--- config.mk ---
export PLATFORM = sky130hd
export DESIGN_NAME = prog_clk_divider
export DESIGN_NICKNAME = d
export VERILOG_FILES = /design/src/rtl/clk_div_pkg.sv /design/src/rtl/clk_div_chan.sv /design/src/rtl/prog_clk_divider.sv
export SDC_FILE = /design/constraint.sdc
export NUM_CORES = 2
export LEC_CHECK = 0
export BUFFER_PORTS_ARGS = -buffer_cell sky130_fd_sc_hd__buf_2
export CAP_MARGIN = 10
export CORE_ASPECT_RATIO = 1.75
export CORE_MARGIN = 5
export CORE_UTILIZATION = 60
export CTS_BUF_LIST = sky130_fd_sc_hd__clkbuf_4 sky130_fd_sc_hd__clkbuf_8
export DETAILED_ROUTE_END_ITERATION = 7
export PLACE_DENSITY_LB_ADDON = 0.08
export SLEW_MARGIN = 20
export SYNTH_ARGS = -nofsm -noshare
export SYNTH_HDL_FRONTEND = slang
export SYNTH_HIERARCHICAL = 1
export SYNTH_SLANG_ARGS = --single-unit
export TNS_END_PERCENT = 20
--- constraint.sdc ---
create_clock -name Clk_in -period 4.7 [get_ports Clk_in]
set_input_delay 0.94 -clock Clk_in [delete_from_list [all_inputs] [get_ports Clk_in]]
set_output_delay 0.94 -clock Clk_in [all_outputs]
set_load 0.02 [all_outputs]
--- src/rtl/clk_div_pkg.sv ---
// Shared definitions for the programmable clock divider: reset-default
// period/high calculations, channel-index width and channel state encoding.
package clk_div_pkg;

  typedef enum logic {
    CH_DIS = 1'b0,
    CH_RUN = 1'b1
  } ch_state_e;

  function automatic int ch_width(input int unsigned n);
    int w;
    w = $clog2(n);
    return (w < 1) ? 1 : w;
  endfunction

  function automatic int unsigned def_period(input int unsigned sys_clk, input int unsigned clk_out);
    return sys_clk / clk_out;
  endfunction

  function automatic int unsigned def_high(input int unsigned period);
    return period / 2;
  endfunction

endpackage

--- src/rtl/clk_div_chan.sv ---
// One divider channel: period counter, live and shadow P/H, pending flag,
// DISABLED/RUN state and registered Clk_out/Tick.
module clk_div_chan
  import clk_div_pkg::*;
#(
  parameter int unsigned       DIV_W = 32,
  parameter logic [DIV_W-1:0]  DEF_P = '0,
  parameter logic [DIV_W-1:0]  DEF_H = '0
) (
  input  logic             clk,
  input  logic             rst_n,
  input  logic             en,
  input  logic             wr,
  input  logic [DIV_W-1:0] wr_div,
  input  logic [DIV_W-1:0] wr_high,
  output logic             pending,
  output logic             clk_out,
  output logic             tick
);

  ch_state_e        state;
  logic [DIV_W-1:0] cnt, p, h, sp, sh;
  logic [DIV_W-1:0] cnt_inc, h_nxt;
  logic             wrap;

  assign cnt_inc = cnt + 1'b1;
  assign wrap    = (cnt == p - 1'b1);
  assign h_nxt   = pending ? sh : h;

  always_ff @(posedge clk or negedge rst_n) begin
    if (!rst_n) begin
      state   <= CH_DIS;
      cnt     <= '0;
      p       <= DEF_P;
      h       <= DEF_H;
      sp      <= '0;
      sh      <= '0;
      pending <= 1'b0;
      clk_out <= 1'b0;
      tick    <= 1'b0;
    end else begin
      case (state)
        CH_DIS: begin
          if (wr) begin
            p <= wr_div;
            h <= wr_high;
          end
          if (en) begin
            state   <= CH_RUN;
            cnt     <= '0;
            clk_out <= wr ? (wr_high != '0) : (h != '0);
            tick    <= 1'b1;
          end
        end
        CH_RUN: begin
          if (!en) begin
            // Disabling flushes any pending write straight into P/H.
            state   <= CH_DIS;
            cnt     <= '0;
            clk_out <= 1'b0;
            tick    <= 1'b0;
            pending <= 1'b0;
            if (pending) begin
              p <= sp;
              h <= sh;
            end
            if (wr) begin
              p <= wr_div;
              h <= wr_high;
            end
          end else begin
            if (wrap) begin
              cnt     <= '0;
              tick    <= 1'b1;
              clk_out <= (h_nxt != '0);
              if (pending) begin
                p       <= sp;
                h       <= sh;
                pending <= 1'b0;
              end
            end else begin
              cnt     <= cnt_inc;
              tick    <= 1'b0;
              clk_out <= (cnt_inc < h);
            end
            // Placed after the wrap handling so a write landing on a wrap
            // edge stays pending until the following wrap.
            if (wr) begin
              sp      <= wr_div;
              sh      <= wr_high;
              pending <= 1'b1;
            end
          end
        end
      endcase
    end
  end

endmodule

--- src/rtl/prog_clk_divider.sv ---
// Multi-channel runtime-programmable clock divider: shared load port decode,
// ready/err handling, and an array of independent channels.
module prog_clk_divider
  import clk_div_pkg::*;
#(
  parameter int unsigned SYS_CLK  = 50000000,
  parameter int unsigned CLK_OUT  = 1,
  parameter int unsigned CHANNELS = 4,
  parameter int unsigned DIV_W    = 32,
  parameter int          CH_W     = ch_width(CHANNELS)
) (
  input  logic                Clk_in,
  input  logic                Rst_n,
  input  logic [CHANNELS-1:0] En,
  input  logic                Load_valid,
  output logic                Load_ready,
  input  logic [CH_W-1:0]     Load_chan,
  input  logic [DIV_W-1:0]    Load_div,
  input  logic [DIV_W-1:0]    Load_high,
  output logic                Load_err,
  output logic [CHANNELS-1:0] Clk_out,
  output logic [CHANNELS-1:0] Tick
);

  localparam logic [DIV_W-1:0] DEF_P = DIV_W'(def_period(SYS_CLK, CLK_OUT));
  localparam logic [DIV_W-1:0] DEF_H = DIV_W'(def_high(def_period(SYS_CLK, CLK_OUT)));

  logic [CHANNELS-1:0] pending, wr;
  logic                pend_sel, chan_ok, bad, accept;

  assign chan_ok    = ({1'b0, Load_chan} < (CH_W+1)'(CHANNELS));
  assign bad        = (Load_div < DIV_W'(2)) || !chan_ok;
  assign Load_ready = ~pend_sel;
  assign accept     = Load_valid & Load_ready;

  // Out-of-range channels match no entry, so they never hold off ready.
  always_comb begin
    pend_sel = 1'b0;
    for (int i = 0; i < int'(CHANNELS); i++)
      if (Load_chan == CH_W'(i)) pend_sel = pending[i];
  end

  always_comb begin
    wr = '0;
    for (int i = 0; i < int'(CHANNELS); i++)
      if (Load_chan == CH_W'(i)) wr[i] = accept & ~bad;
  end

  always_ff @(posedge Clk_in or negedge Rst_n) begin
    if (!Rst_n) Load_err <= 1'b0;
    else        Load_err <= accept & bad;
  end

  for (genvar i = 0; i < int'(CHANNELS); i++) begin : g_ch
    clk_div_chan #(
      .DIV_W (DIV_W),
      .DEF_P (DEF_P),
      .DEF_H (DEF_H)
    ) u_chan (
      .clk     (Clk_in),
      .rst_n   (Rst_n),
      .en      (En[i]),
      .wr      (wr[i]),
      .wr_div  (Load_div),
      .wr_high (Load_high),
      .pending (pending[i]),
      .clk_out (Clk_out[i]),
      .tick    (Tick[i])
    );
  end

endmodule

==> out/qor.yml <==
cts_sinks: 657
vias: 31699
worst_ep_arrival_time_ps: 5080
postSynth.asyncResetShare_pct: 100
grt_antenna_before_repair: 4
power_density_nw_per_um2: 428
tns_ps: 0
port_buffers: 82
syn_to_final_growth_pct: 10.1
finalWirelength_um: 126000
ys_types: 88
cp-start-kind: "flip-flop"
cts_tree: "yes"
synth-edff-count: 0
cts_resized: 0
yosys_warnings: 6
path_common_cell: "or4_1"
cts_made_buffers: 98
synth_most_common_cell: "dfrtp_1"
cts_root_buf: "clkbuf_8"
chipHeight_um: 350
drtIter0Drc: 2345
grt_pass1_wl_um: 194000
fp.dieArea_um2: 71600
drive_gt1_share_pct: 27.2
criticalPathCategory: "flip-flop to flip-flop"
fin_crit_sh_pct: 94.7
setup_viol: 0
synthCells: 3688
final.fill_count: 5206
syn_area_um2: 39700
gr-usage-all-layers_pct: 34.8
critPathSlowestCell: "or4_1"
ctsHoldBuffers: 0
fp.dieW_um: 204
hold_violations: 0
grt_max_degree: 129
rrSetupSlack_ps: 250
clock_path_buffers: 3
overflow: 0
cp_max_fo: 32
avgRoutedWirePerCell_um: 26.8
p_leak_nw: 18.5
std_cell_rows: 124
place_ws_ps: 289
nets: 3940
vdd_drop_max_uv: 355
drc: 0
worst_clock_skew_ps: 42.6
r2r_cells: 12
ctsHtreeMaxLevel: 3
synth_nets: 3893
ant_nets: 0
slew_viol_final: 0
syn_area_per_cell_um2: 10.8
io_pins: 83
synth_top_area_share_pct: 35.4
max_stage_delay_ps: 610
hpwl_um: 91000
gp_congestion: 0.942
synth_seq_cells: 657
power.total_w: 0.0187
netlist_top_cells_count: "561 x dfrtp_1, 264 x mux2_2, 240 x a2bb2oi_2"
rr_startpoint: "g_ch[0].u_chan/p[0]$_DFFE_PN0P_"
clk_latency_ps: 730
synth.area.top_cells: "dfrtp_1 35%, a2bb2oi_2 9.1%, mux2_2 7.5%"
regArea_um2: 16600
coreArea_um2: 65500
worst_pin_slew_ps: 1040
required_ps: 5330
fmax_mhz: 225
viasPerCell: 6.73
initial_core_util_pct: 60.6
hold_class: "input port to async pin"
drv_cap: 0
r2r_end: "g_ch[0].u_chan/p[3]$_DFFE_PN0P_"
crit_path_end_kind: "flip-flop"
slew_headroom_pct: 30.9
clkSlewWorstSetupHoldPaths_ps: 60
synth_top_area_cell: "dfrtp_1"
postCtsSetupBuffers: 0
firstDrtPassIters: 5
ys.flop_type: "dfrtp_1"
final_core_util_pct: 66.7
grt_pass1_vias: 32463
outcome: "finished, final reports clean"
synth_seq_area_share_pct: 41.7
multi_input_area_um2: 21400
path_cells: "inv_1 > ha_1 > nor3b_1 > and2_1 > nand4_1 > or3_1 > xnor2_1 > or4_1 > or4_1 > a221oi_4 > buf_12 > a2bb2oi_1"
period_needed_ps: 4450
rsz0062_at_grt: "no"
layout_setup_ws_ps: 250
## report_power, final
part	total (W)	switching (W)	internal (W)
Clock	0.00567	0.00242	0.00325
Combinational	0.00454	0.00220	0.00235
Sequential	0.00848	0.00146	0.00702
Total	0.0187	0.00608	0.0126
## worst max-delay path by stage
stage	from	endpoint	depth (start not counted)
6_report	g_ch[0].u_chan/p[0]$_DFFE_PN0P_	g_ch[0].u_chan/p[3]$_DFFE_PN0P_	12
5_1_grt	g_ch[0].u_chan/p[0]$_DFFE_PN0P_	g_ch[0].u_chan/h[12]$_DFFE_PN1P_	12
4_1_cts	g_ch[0].u_chan/p[0]$_DFFE_PN0P_	g_ch[0].u_chan/h[12]$_DFFE_PN1P_	12
3_5_place_dp	g_ch[0].u_chan/p[0]$_DFFE_PN0P_	g_ch[0].u_chan/p[3]$_DFFE_PN0P_	12
3_3_place_gp	g_ch[0].u_chan/p[0]$_DFFE_PN0P_	g_ch[0].u_chan/p[3]$_DFFE_PN0P_	12
2_1_floorplan	g_ch[0].u_chan/p[0]$_DFFE_PN0P_	g_ch[0].u_chan/p[2]$_DFFE_PN0P_	14
## final cells by class
type | count | share of cell area, %
diodes | 5 | 0.0286
clock buffers | 149 | 4.41
clock inverters | 36 | 1.13
inverters | 184 | 1.58
multi-input cells | 2609 | 49.0
flip-flops and latches | 657 | 37.9
well taps | 882 | 2.53
repair buffers | 185 | 3.42
## flip-flops by register name, summed over array words and instances, names as in the netlist
name and flops:
Load_err 1, g_ch.u_chan/tick 4, g_ch.u_chan/cnt 128, g_ch.u_chan/sh 128
g_ch.u_chan/h 128, g_ch.u_chan/p 128, g_ch.u_chan/clk_out 4, g_ch.u_chan/sp 128
g_ch.u_chan/state 4, g_ch.u_chan/pending 4
## critical path: cells and delay by family (launching register included)
family / cells / cell delay, ps
DFF: 1 / 480
AOI/OAI and AO/OA: 2 / 610
and+or+nand+nor: 6 / 2510
xor gates and xnor gates: 1 / 130
buffers and inverters: 2 / 380
adders and majority gates: 1 / 230
## per-stage QoR
step	cells	cell area [um^2]	hold WS, ps
2_1_floorplan	3688	39700	470
3_3_place_gp	4517	41300	478
3_5_place_dp	4517	41300	485
4_1_cts	4702	43700	285
5_1_grt	4704	43700	327
6_report	4707	43700	239
## placed cells by master (no fill, tap or decap), types with 17 or more instances in the layout
master / netlist / final
nor2_1: 128 / 126
a21oi_1: 79 / 75
or3_1: 39 / 39
buf_4: 0 / 79
nor3_1: 78 / 77
nand4_1: 84 / 84
o21ai_0: 124 / 124
nand3_1: 76 / 74
nor2b_1: 22 / 22
nand3b_1: 77 / 77
clkbuf_8: 0 / 129
a22o_1: 88 / 88
inv_1: 182 / 182
a21o_1: 39 / 39
dfstp_2: 96 / 96
xor2_1: 90 / 90
nand2_1: 126 / 121
buf_12: 0 / 24
xnor2_1: 184 / 184
a2bb2oi_1: 17 / 17
a31oi_1: 20 / 20
a2bb2oi_2: 240 / 240
a211oi_1: 26 / 26
dfrtp_1: 561 / 560
ha_1: 132 / 132
clkbuf_4: 0 / 20
nand2b_1: 22 / 22
o22ai_1: 203 / 203
and3_1: 42 / 42
buf_2: 35 / 81
or4_1: 30 / 30
nor4_1: 145 / 145
mux2i_1: 17 / 17
mux2_2: 264 / 264
## layer usage
| layer | track usage, % | vias up | wire length [um] |
|---|---|---|---|
| met4 | 21.9 | 0 | 9360 |
| met5 | 0 | - | 0 |
| met1 | 41.8 | 15963 | 47400 |
| met3 | 5.53 | 368 | 8030 |
| li1 | - | 14082 | - |
| met2 | 58.4 | 1286 | 61500 |
## cells by family (layout without fill, tap and decap cells)
logic type | count (synthesis) | count (layout) | share of synthesized area (%)
DFF | 657 | 657 | 41.7
muxes | 281 | 281 | 7.92
AOI/OAI and AO/OA | 964 | 964 | 21.5
buffers and inverters | 422 | 554 | 4.59
xor gates and xnor gates | 274 | 274 | 6.05
adders and majority gates | 132 | 132 | 4.16
other | 0 | 5 | 0
and+or+nand+nor | 958 | 958 | 14.1
No activity file was read; power rests on OpenSTA's default activity.
